`config.mk`:
```
export PLATFORM = sky130hd
export DESIGN_NAME = fetch_engine
export DESIGN_NICKNAME = d
export VERILOG_FILES = /design/src/rtl/fetch_pkg.sv /design/src/rtl/fetch_fifo.sv /design/src/rtl/fetch_engine.sv
export SDC_FILE = /design/constraint.sdc
export NUM_CORES = 1
export LEC_CHECK = 0
export BUFFER_PORTS_ARGS = -buffer_cell sky130_fd_sc_hd__buf_2
export CAP_MARGIN = 20
export CORE_ASPECT_RATIO = 1.25
export CORE_UTILIZATION = 58
export DETAILED_ROUTE_END_ITERATION = 7
export PLACE_DENSITY = 0.81
export SYNTH_ARGS = -nofsm -noshare
export SYNTH_HDL_FRONTEND = slang
export SYNTH_SLANG_ARGS = --single-unit
```
`constraint.sdc`:
```
create_clock -name clk -period 4.4 [get_ports clk]
set_input_delay 0.66 -clock clk [delete_from_list [all_inputs] [get_ports clk]]
set_output_delay 0.66 -clock clk [all_outputs]
set_load 0.05 [all_outputs]
```
`src/rtl/fetch_pkg.sv`:
```
// Shared types and helpers for the frame fetch engine.
// Build option: FETCH_PERF_CNT_EN adds a back-pressure stall counter port.
package fetch_pkg;

  typedef enum logic [2:0] {
    S_IDLE  = 3'd0,
    S_READ  = 3'd1,
    S_DRAIN = 3'd2,
    S_DONE  = 3'd3,
    S_WAIT  = 3'd4
  } state_e;

  function automatic int fifo_depth(input int rd_lat);
    return rd_lat + 2;
  endfunction

  // Bits needed to hold every value 0..v (at least 1).
  function automatic int cnt_bits(input int v);
    int r = 1;
    while ((1 << r) <= v) r++;
    return r;
  endfunction

endpackage

```
`src/rtl/fetch_fifo.sv`:
```
// Small synchronous FIFO absorbing BRAM read latency.
// Depth need not be a power of two; flush empties it in one cycle.
module fetch_fifo
  import fetch_pkg::*;
#(
  parameter int W     = 8,
  parameter int DEPTH = 3,
  localparam int CW   = cnt_bits(DEPTH),
  localparam int PW   = cnt_bits(DEPTH - 1)
) (
  input  logic          clk,
  input  logic          rst_n,
  input  logic          flush,
  input  logic          push,
  input  logic          pop,
  input  logic [W-1:0]  din,
  output logic [W-1:0]  dout,
  output logic [CW-1:0] count,
  output logic          empty
);

  logic [W-1:0]  mem [DEPTH];
  logic [PW-1:0] wr_ptr;
  logic [PW-1:0] rd_ptr;
  logic [CW-1:0] cnt;

  function automatic logic [PW-1:0] nxt(input logic [PW-1:0] p);
    return (p == PW'(DEPTH - 1)) ? '0 : p + PW'(1);
  endfunction

  always_ff @(posedge clk) begin
    if (!rst_n || flush) begin
      wr_ptr <= '0;
      rd_ptr <= '0;
      cnt    <= '0;
    end else begin
      if (push) wr_ptr <= nxt(wr_ptr);
      if (pop)  rd_ptr <= nxt(rd_ptr);
      unique case ({push, pop})
        2'b10:   cnt <= cnt + CW'(1);
        2'b01:   cnt <= cnt - CW'(1);
        default: cnt <= cnt;
      endcase
    end
  end

  always_ff @(posedge clk) begin
    if (push) mem[wr_ptr] <= din;
  end

  assign dout  = mem[rd_ptr];
  assign count = cnt;
  assign empty = (cnt == '0);

endmodule

```
`src/rtl/fetch_engine.sv`:
```
// Streams a MAX_ROW x MAX_COL frame from BRAM into the line buffer.
// Build option: FETCH_PERF_CNT_EN adds perf_stall_o.
module fetch_engine
  import fetch_pkg::*;
#(
  parameter int MAX_ROW   = 540,
  parameter int MAX_COL   = 540,
  parameter int DATA_W    = 8,
  parameter int ADDR_W    = 19,
  parameter int BASE_ADDR = 0,
  parameter int RD_LAT    = 1
) (
  input  logic              clk,
  input  logic              rst_n,
  input  logic              fetch_run_i,
  output logic              fetch_done_o,
  output logic              bram_en_o,
  output logic [ADDR_W-1:0] bram_addr_o,
  input  logic [DATA_W-1:0] bram_rdata_i,
  output logic              buf_valid_o,
  input  logic              buf_ready_i,
  output logic [DATA_W-1:0] buf_data_o,
  output logic              buf_eol_o,
  output logic              buf_last_o,
  output logic [2:0]        state_o
`ifdef FETCH_PERF_CNT_EN
  ,
  output logic [31:0]       perf_stall_o
`endif
);

  localparam int TOTAL = MAX_ROW * MAX_COL;
  localparam int DEPTH = fifo_depth(RD_LAT);
  localparam int IW    = cnt_bits(TOTAL);
  localparam int CLW   = cnt_bits(MAX_COL - 1);
  localparam int FCW   = cnt_bits(DEPTH);

  state_e            state;
  logic [IW-1:0]     rd_idx;
  logic [IW-1:0]     out_idx;
  logic [CLW-1:0]    out_col;
  logic [RD_LAT-1:0] sr;
  logic [FCW-1:0]    fifo_cnt;
  logic              fifo_empty;
  logic [DATA_W-1:0] fifo_dout;
  logic              active;
  logic              clr;
  logic              pop;
  logic              last_hs;
  logic              credit;
  logic              issue;
  logic              col_end;
  int                pend;

  assign active  = (state == S_READ) || (state == S_DRAIN);
  assign clr     = (active || state == S_WAIT) && !fetch_run_i;
  assign pop     = !fifo_empty && buf_ready_i;
  assign col_end = (out_col == CLW'(MAX_COL - 1));
  assign last_hs = pop && (out_idx == IW'(TOTAL - 1));

  // Everything issued but not yet handed out, net of this cycle's pop,
  // must leave room for one more read.
  always_comb begin
    pend = int'(fifo_cnt) + int'(bram_en_o);
    for (int i = 0; i < RD_LAT; i++) pend += int'(sr[i]);
    credit = (pend - int'(pop)) < DEPTH;
  end

  assign issue = credit && fetch_run_i &&
                 (state == S_IDLE ||
                  (state == S_READ && rd_idx < IW'(TOTAL)));

  always_ff @(posedge clk) begin
    if (!rst_n) begin
      state        <= S_IDLE;
      fetch_done_o <= 1'b0;
      bram_en_o    <= 1'b0;
      bram_addr_o  <= '0;
      sr           <= '0;
      rd_idx       <= '0;
      out_idx      <= '0;
      out_col      <= '0;
    end else begin
      fetch_done_o <= 1'b0;
      bram_en_o    <= issue;
      sr           <= (sr << 1) | RD_LAT'(bram_en_o);
      if (issue) begin
        bram_addr_o <= ADDR_W'(BASE_ADDR) + ADDR_W'(rd_idx);
        rd_idx      <= rd_idx + IW'(1);
      end
      if (pop) begin
        out_idx <= out_idx + IW'(1);
        out_col <= col_end ? '0 : out_col + CLW'(1);
      end
      unique case (state)
        S_IDLE:  if (fetch_run_i) state <= S_READ;
        S_READ:  if (rd_idx == IW'(TOTAL)) state <= S_DRAIN;
        S_DRAIN: if (last_hs) begin
          state        <= S_DONE;
          fetch_done_o <= 1'b1;
        end
        S_DONE:  state <= S_WAIT;
        S_WAIT:  state <= S_WAIT;
        default: state <= S_IDLE;
      endcase
      if (clr) begin
        state        <= S_IDLE;
        fetch_done_o <= 1'b0;
        sr           <= '0;
        rd_idx       <= '0;
        out_idx      <= '0;
        out_col      <= '0;
      end
    end
  end

  fetch_fifo #(
    .W     (DATA_W),
    .DEPTH (DEPTH)
  ) u_fifo (
    .clk   (clk),
    .rst_n (rst_n),
    .flush (clr),
    .push  (sr[RD_LAT-1]),
    .pop   (pop),
    .din   (bram_rdata_i),
    .dout  (fifo_dout),
    .count (fifo_cnt),
    .empty (fifo_empty)
  );

  assign buf_valid_o = !fifo_empty;
  assign buf_data_o  = fifo_empty ? '0 : fifo_dout;
  assign buf_eol_o   = !fifo_empty && col_end;
  assign buf_last_o  = !fifo_empty && (out_idx == IW'(TOTAL - 1));
  assign state_o     = state;

`ifdef FETCH_PERF_CNT_EN
  always_ff @(posedge clk) begin
    if (!rst_n) begin
      perf_stall_o <= '0;
    end else if (state == S_IDLE && fetch_run_i) begin
      perf_stall_o <= '0;
    end else if (active && buf_valid_o && !buf_ready_i &&
                 perf_stall_o != '1) begin
      perf_stall_o <= perf_stall_o + 32'd1;
    end
  end
`endif

endmodule

```
# After elaboration in Yosys (flattened, before gate mapping)
# Memory sizes are Yosys's and may differ from the RTL's. A register that Yosys moved wholly into a read port is not among the register bits.
# Cells that the tools add are included.
[totals] regBits=79 mem_bits_rw=24 inputBits=12 out_inout_bits=35 word_cells=76 memories=1
[op_classes] n_addsub=10 n_lt_le_gt_ge=2 n_eq_ne=14 muxes=14 bitwise=2 reduce_logical=22
[mem_list] memory="u_fifo.mem" depth=3 width=8 rd=1 rd_clocked_by_memory_dff=1 wr=1 line_no="fetch_fifo.sv:22" source="logic [W-1:0] mem [DEPTH];"
[ops] cell="$add 19x1->19 const B" count=2
[ops] cell="$eq 19x19->1 const B" count=2
[ops] cell="$lt 19x19->1 const B" count=1
[ops] cell="$pmux 3 s4" count=1
[ops] cell="$add 10x1->10 const B" count=1
[ops] cell="$eq 10x10->1 const B" count=1
[ops] cell="$mux 10" count=1
[ops] cell="$mux 3" count=3
[ops] cell="$logic_and 1x1->1" count=8
[ops] cell="$mux 2" count=4
[ops] cell="$mux 8" count=1
[ops] cell="$add 2x1->2 const B" count=3
[ops] cell="$eq 2x2->1 const B" count=3
[ops] cell="$eq 3x2->1 const B" count=2
[ops] cell="$lt 5x3->1 const B" count=1
[ops] cell="$sub 4x1->5" count=1
[ops] cell="$add 3x1->4" count=1
[ops] cell="$logic_or 1x1->1" count=4
[ops] cell="$ne 2x2->1 const B" count=2
[ops] cell="$pmux 2 s2" count=1
[ops] cell="$reduce_or 2->1" count=2
[ops] cell="$add 2x1->3" count=1
[ops] cell="$eq 3x1->1 const B" count=1
[ops] cell="$eq 3x3->1 const B" count=1
[ops] cell="11 further kinds" count=16

# Logic depth before layout (Yosys ltp)
# Gate-level depths: netlist of the first run.
[depth] ltp_word=7 ltp_mapped=13 depth_no_buf=11

# Hierarchy
# Synthesis of the first run repeated with hierarchy kept, for this count alone.
[hier_totals] cells_unflattened=511 area_unflattened_um2=4735.8
[modules_own_cells] mod="fetch_engine" n_inst=1 cells_each=427 area_each_um2=3544.6 seq_area_each_um2=1461.4
[modules_own_cells] mod="fetch_fifo" n_inst=1 cells_each=84 area_each_um2=1191.1 seq_area_each_um2=880.8

# Least setup slack after synthesis of the first run
# OpenSTA, ideal clock, no wires.
[synth_timing] path_kind="input -> register" from="input port buf_ready_i" to="register rd_idx[9]" setup_time_ns=0.070 arrival_ns=3.600 t_required_ns=4.330 setup_slack_ns=0.731 stages=12 path_buffers=1 path_cell_list="o21ai_1 > inv_2 > ha_1 > fa_1 > fa_1 > ha_1 > o21a_1 > o211ai_1 > a211o_1 > buf_2 > or4_1 > a21oi_1"
[synth_via] elab_chain_cells=5
[synth_rtl] item="start: declaration" line_no="fetch_engine.sv:21" source="input logic buf_ready_i,"
[synth_rtl] item="$logic_and 1x1->1" line_no="fetch_engine.sv:57" source="assign pop = !fifo_empty && buf_ready_i;"
[synth_rtl] item="named net pop" line_no="fetch_engine.sv:48" source="logic pop;"
[synth_rtl] item="$sub 4x1->5" line_no="fetch_engine.sv:66" source="credit = (pend - int'(pop)) < DEPTH;"
[synth_rtl] item="$lt 5x3->1" line_no="fetch_engine.sv:66"
[synth_rtl] item="$logic_and 1x1->1 (2 in a row)" line_no="fetch_engine.sv:69" source="assign issue = credit && fetch_run_i &&"
[synth_rtl] item="end signal: assignment" line_no="fetch_engine.sv:89" source="rd_idx <= rd_idx + IW'(1);"
[synth_rtl] item="end: declaration" line_no="fetch_engine.sv:39" source="logic [IW-1:0] rd_idx;"
# The timed path passes the listed nets, and every way through them passes these cells.
# A chain may end at the register's enable or synchronous reset.

# Worst setup path in the final report of the first run
[layout_timing] from="register u_fifo.cnt[1], in the netlist u_fifo.count[1]" to="register rd_idx[13]"
[layout_via] elab_chain_cells=7 elab_cells_between_ends=9 cone_classes="add/sub (3); order compare (1); reduce/logical (5)"
[layout_rtl] item="start: declaration" line_no="fetch_fifo.sv:25" source="logic [CW-1:0] cnt;"
[layout_rtl] item="start signal: assignment" line_no="fetch_fifo.sv:40" source="2'b10: cnt <= cnt + CW'(1);"
[layout_rtl] item="start signal: assignment" line_no="fetch_fifo.sv:41" source="2'b01: cnt <= cnt - CW'(1);"
[layout_rtl] item="start signal: assignment" line_no="fetch_fifo.sv:42" source="default: cnt <= cnt;"
[layout_rtl] item="$logic_not 2->1" line_no="fetch_fifo.sv:53" source="assign empty = (cnt == '0);"
[layout_rtl] item="$logic_not 1->1" line_no="fetch_engine.sv:57"
[layout_rtl] item="$logic_and 1x1->1" line_no="fetch_engine.sv:57"
[layout_rtl] item="named net pop" line_no="fetch_engine.sv:48"
[layout_rtl] item="$sub 4x1->5" line_no="fetch_engine.sv:66"
[layout_rtl] item="$lt 5x3->1" line_no="fetch_engine.sv:66"
[layout_rtl] item="$logic_and 1x1->1 (2 in a row)" line_no="fetch_engine.sv:69"
# The timed path passes the listed nets, and every way through them passes these cells.

==> results of run 1 <==
-- Yosys cell counts, types with 5 or more instances --
master    instances
a21boi_0         19
a21oi_1          33
and3_1            8
and4_1            5
buf_2             9
clkbuf_1         14
dfxtp_1          81
edfxtp_1         24
ha_1              8
inv_1            14
mux2i_1           8
nand2_1          75
nand3_1          12
nand4_1          15
nor2_1           57
nor3_1            7
nor4_1            5
o21ai_0          10
or3_1            10
or4_1             8
xnor2_1           7
xor2_1           20
-- final cells by class --
cell class / instances / area (sq um)
Multi-Input combinational cell: 353 / 2110
Clock inverter: 6 / 65.1
Sequential cell: 105 / 2340
Fill cell: 605 / 2450
Timing Repair Buffer: 51 / 268
Inverter: 15 / 56.3
Tap cell: 92 / 115
Clock buffer: 10 / 128
-- power by group --
| group | internal [mW] | leakage, nW | switching [mW] | total [mW] |
|---|---|---|---|---|
| registers | 1.04 | 0.870 | 0.0680 | 1.11 |
| clock network | 0.266 | 0.0987 | 0.324 | 0.590 |
| logic | 0.225 | 0.883 | 0.620 | 0.845 |
| total | 1.53 | 1.85 | 1.01 | 2.54 |
-- sequential cells by signal (all words and copies together), names as in the netlist, named ones only --
name,flops
state_o,3
u_fifo.mem,24
rd_idx,19
sr,1
u_fifo.count,2
bram_en_o,1
u_fifo.wr_ptr,2
out_col,10
u_fifo.rd_ptr,2
fetch_done_o,1
bram_addr_o,19
out_idx,19
-- routing by layer --
metal	vias up	wire [microns]	global-route usage, %
li1	1814	-	-
met1	1747	3900	26.7
met2	69	4710	44.3
met3	14	298	3.24
met4	0	199	12.7
met5	-	0	0
-- path summary, 6_finish.rpt --
path / startpoint / endpoint / slack (ns) / depth (start not counted)
setup reg to reg: u_fifo.count[1]$_SDFFE_PP0N_ / rd_idx[13]$_SDFFE_PP0P_ / 0.56 / 12
setup / recovery: u_fifo.count[1]$_SDFFE_PP0N_ / rd_idx[13]$_SDFFE_PP0P_ / 0.56 / 12
hold / removal: bram_addr_o[9]$_SDFFE_PN0P_ / bram_addr_o[9]$_SDFFE_PN0P_ / 0.46 / 2
hold reg to reg: bram_addr_o[9]$_SDFFE_PN0P_ / bram_addr_o[9]$_SDFFE_PN0P_ / 0.46 / 2
-- critical path, stage by stage, from the launching register on --
cell and delay, ns:
dfxtp_1 0.37, o21ai_1 0.24, inv_2 0.15, ha_1 0.36, fa_1 0.42, fa_1 0.38
ha_1 0.28, o21a_1 0.11, o211ai_1 0.18, a211o_1 0.29, buf_4 0.27, or4_1 0.56
a21oi_1 0.16
-- metrics by stage --
| step | total power [mW] | cell area, sq um | cells |
|---|---|---|---|
| finish | 2.54 | 5080 | 632 |
| global route | 2.69 | 5080 | 632 |
| CTS | 2.57 | 5080 | 632 |
| detailed placement | 1.98 | 4890 | 616 |
| global placement | 1.95 | 4890 | 616 |
| floorplan | 1.79 | 4600 | 497 |
-- logic make-up (layout without fill, tap and decap cells) --
group	after synthesis	in the layout	synth area share, %
AND/OR/NAND/NOR	219	219	23.2
flip-flops	105	105	50.9
AO/OA/AOI/OAI	89	89	12.5
buffers and inverters	39	82	3.45
XOR/XNOR	27	27	5.14
adder cells (fa/ha/maj)	10	10	3.05
multiplexers	8	8	1.74
==> results.ini, run 1 <==
[outcome]
outcome=finished clean

[clock_tree]
cts_hold_buf=0
post-cts-setup-buffers=0
cts_resized=0
clock-sinks=105
clock_latency_ns=0.37
htreeDepth=3
cts_tree=yes
cts_buffers=9
clockBufferDepth=2
clk_pin_slew_ns=0.10
root_buffer=clkbuf_8

[yosys]
synth_flop_cell=dfxtp_1
ys_seq_area_share_pct=50.9
ys_ff_latch=105
syn-instance-count=497
yosysTopAreaCell=dfxtp_1
yosys_warnings=0
synth_area_leaders=dfxtp_1 (35%), edfxtp_1 (16%), nand2_1 (6.1%)
async_reset_ff_share_pct=0
netlist_area_sq_um=4600
synth_edf_count=24
synth_top_area_share_pct=35.3
syn-num-nets=519
synthDistinctLibCells=46
postSynthAreaPerCell_sq_um=9.25

[routing]
wl_per_cell_microns=14.4
wl_mm=9.11
vias=3644
ant_nets=0
firstDrtPassIters=4
drt-initial-drc-count=163
drc=0
vias_per_cell=5.77

[timing]
worst_pin_slew_ns=0.840
timing.final.hold_violations=0
rsz0062_at_grt=false
fmax_mhz=260
timing.hold.ws_ns=0.464
fin_crit_sh_pct=87.3
final_max_slew_viol_count=0
maxSlewHeadroom_pct=43.8
fin_crit_ns=3.84
setup_viol=0
setup_tns_ns=0
setup_ws_ns=0.557
skew_ns=0.00970

[finish]
n_antenna_cell=0
final_common_cell=dfxtp_1
fin_util_pct=67.5
areaGrowthSynthToFinish_pct=10.5
drive_gt1_share_pct=13.7
fin_nets=557
mostFrequentLayoutCells=dfxtp_1 (81), nand2_1 (75), nor2_1 (57)

[hold_path]
worstHoldPathType=reg -> reg

[floorplan]
start_util_pct=61.1
ios=47
dieArea_sq_um=8290
coreArea_sq_um=7530
num_rows=35
die_y_microns=102
die_x_microns=81.7

[critical_path]
start_kind=register
crit_arrival_ns=4.13
path_max_fanout=48
crit_required_ns=4.69
path_class=reg -> reg
critPathCaptureType=register

[place]
post-place-ws_ns=0.281
io_buffer_count=46
dp.final_hpwl_mm=6.25
routabilityCongestion=0.808

[global_routing]
grt_max_degree=49
antenna_found_initial=0
gr-total-overflow=0
grt_pass1_wl_mm=15.4
grtUsageTotal_pct=24.2
first_global_vias=3606

[power]
peakVddDrop_uv=469
powerDensity_nw_per_um2=501
p_leak_nw=1.85

[flow_run]
maxCapViolations=0

(Power assumes the default switching activity.)
==> run 2, diff against run 1 <==
Settings changed: PLACE_DENSITY 0.81 to 0.86.
Clock period 4.4 ns to 4.3 ns, I/O delays scaled along.
==> results.ini, run 2 (synthesis gave the netlist of run 1 again) <==
[hold_path]
worstHoldPathType=reg -> reg

[clock_tree]
clock-sinks=105  ; unchanged
cts_buffers=9  ; unchanged
cts_hold_buf=0  ; unchanged
post-cts-setup-buffers=0  ; unchanged
clk_pin_slew_ns=0.10  ; about the same
clockBufferDepth=2  ; unchanged
clock_latency_ns=0.38  ; about the same
htreeDepth=3  ; unchanged
root_buffer=clkbuf_8
cts_tree=yes
cts_resized=0  ; unchanged

[power]
powerDensity_nw_per_um2=514  ; +2.6%
combPwrFrac_pct=34.4  ; +1.2 points
p_sw_share_pct=41.0  ; +1.2 points
peakVddDrop_uv=369  ; -21%
pwr-share-seq_pct=43.5  ; about the same
clkPwrFrac_pct=22.1  ; -1.1 points
p_leak_nw=1.86  ; +0.15%
p_switching_mw=1.07  ; +5.8%
intPower_mw=1.54  ; +0.80%

[outcome]
outcome=finished clean

[global_routing]
grt_max_degree=49  ; unchanged
antenna_found_initial=0  ; unchanged
gr-total-overflow=0  ; unchanged
first_global_vias=3435  ; -4.7%
grt_pass1_wl_mm=15.5  ; +0.80%
grtUsageTotal_pct=24.3  ; +0.052 points

[timing]
worst_pin_slew_ns=0.807  ; -0.0333 ns
maxSlewHeadroom_pct=46.2  ; +2.4 points
fmax_mhz=262  ; +0.56%
fin_crit_ns=3.82  ; -0.0214 ns
setup_viol=0  ; unchanged
timing.final.hold_violations=0  ; unchanged
skew_ns=0.00947  ; -0.000230 ns
setup_tns_ns=0  ; unchanged
fin_crit_sh_pct=88.9  ; +1.5 points
rsz0062_at_grt=false
final_max_slew_viol_count=0  ; unchanged

[floorplan]
num_rows=35  ; unchanged
die_y_microns=102  ; unchanged
coreArea_sq_um=7530  ; unchanged
start_util_pct=61.1  ; unchanged
die_x_microns=81.7  ; unchanged
dieArea_sq_um=8290  ; unchanged
ios=47  ; unchanged

[critical_path]
max_stage_delay_ns=0.50  ; -0.06 ns
crit_chain=o21ai_1 -> inv_2 -> ha_1 -> fa_1 -> fa_1 -> ha_1 -> o21a_1 -> o211ai_1 -> a211o_1 -> buf_12 -> or4_1 -> a21oi_1
path_class=reg -> reg
start_kind=register
critPathCaptureType=register
crit_required_ns=4.60  ; -0.09 ns
crit_arrival_ns=4.12  ; about the same
path_max_fanout=48  ; unchanged
crit_slowest_cell=or4_1

[routing]
wl_mm=9.37  ; +3.0%
drt-initial-drc-count=186  ; +14%
firstDrtPassIters=4  ; unchanged
wl_per_cell_microns=14.8  ; +3.0%
drc=0  ; unchanged
vias=3719  ; +2.1%
ant_nets=0  ; unchanged
vias_per_cell=5.88  ; +2.1%

[finish]
fillers=594  ; -1.8%
n_antenna_cell=0  ; unchanged
mostFrequentLayoutCells=dfxtp_1 (81), nand2_1 (75), nor2_1 (57)
largest-register=u_fifo.mem
largest_register_ffs=24  ; unchanged
areaGrowthSynthToFinish_pct=10.6
final_cells=632  ; unchanged
final_common_cell=dfxtp_1
drive_gt1_share_pct=14.1  ; +0.37 points
fin_nets=557  ; unchanged

[place]
routabilityCongestion=0.798  ; -1.2%
dp_cells=616  ; unchanged
dp.final_hpwl_mm=6.48  ; +3.7%
io_buffer_count=46  ; unchanged

[flow_run]
maxCapViolations=0  ; unchanged

run 2: cell count changes in the layout (fill, tap and decap cells not counted), sizes merged:
cell    delta
bufinv     -1
clkbuf     -1
clkinv     +1
inv        +1
run 2: metrics by stage:
step | hold slack [ns] | worst slack [ns] | power [mW] | utilization [%] | cell area [sq um]
global route | 0.458 | 0.270 | 2.77 | 67.6 | 5090
CTS | 0.458 | 0.521 | 2.63 | 67.6 | 5090
detailed placement | 0.457 | 0.274 | 2.06 | 65.1 | 4900
floorplan | 0.449 | 0.646 | 1.83 | - | 4600
global placement | 0.452 | 0.431 | 2.02 | 65.1 | 4900
finish | 0.468 | 0.479 | 2.62 | 67.6 | 5090
run 2: path summary, 6_finish.rpt:
path                                                   start                           end  slack, ns  cells after the start
worst max-delay path            u_fifo.count[0]$_SDFFE_PP0N_       rd_idx[13]$_SDFFE_PP0P_       0.48                     12
worst max register to register  u_fifo.count[0]$_SDFFE_PP0N_       rd_idx[13]$_SDFFE_PP0P_       0.48                     12
worst min register to register  bram_addr_o[14]$_SDFFE_PN0P_  bram_addr_o[14]$_SDFFE_PN0P_       0.47                      2
worst min-delay path            bram_addr_o[14]$_SDFFE_PN0P_  bram_addr_o[14]$_SDFFE_PN0P_       0.47                      2
run 2: cell type report:
type	instances	area, sq um	share of cell area, %
inverter	15	56.3	1.11
multi-input combinational	353	2110	41.4
clock buffer	9	124	2.43
timing repair buffer	51	280	5.51
sequential	105	2340	46.0
clock inverter	7	63.8	1.25
tap	92	115	2.26
run 2: power groups by stage:
| stage | clock network [mW] | registers (mW) | logic, mW |
|---|---|---|---|
| 2_1_floorplan | 0 | 1.17 | 0.663 |
| 3_3_place_gp | 0 | 1.15 | 0.868 |
| 3_5_place_dp | 0 | 1.16 | 0.900 |
| 4_1_cts | 0.589 | 1.14 | 0.906 |
| 5_1_grt | 0.627 | 1.15 | 0.998 |
| 6_report | 0.578 | 1.14 | 0.901 |
run 2: worst max-delay path: cells and delay by family (launching register included):
| kind | cells | cell delay, ns |
|---|---|---|
| fa+ha+maj | 4 | 1.46 |
| compound gates | 5 | 1.04 |
| simple gates | 1 | 0.50 |
| flops | 1 | 0.39 |
| buf+inv | 2 | 0.35 |
run 2: routing by layer:
metal | track usage (%) | vias up | wire [microns]
li1 | - | 1813 | -
met1 | 28.2 | 1772 | 3970
met2 | 43.5 | 114 | 4750
met3 | 4.41 | 20 | 460
met4 | 9.72 | 0 | 187
met5 | 0 | - | 0
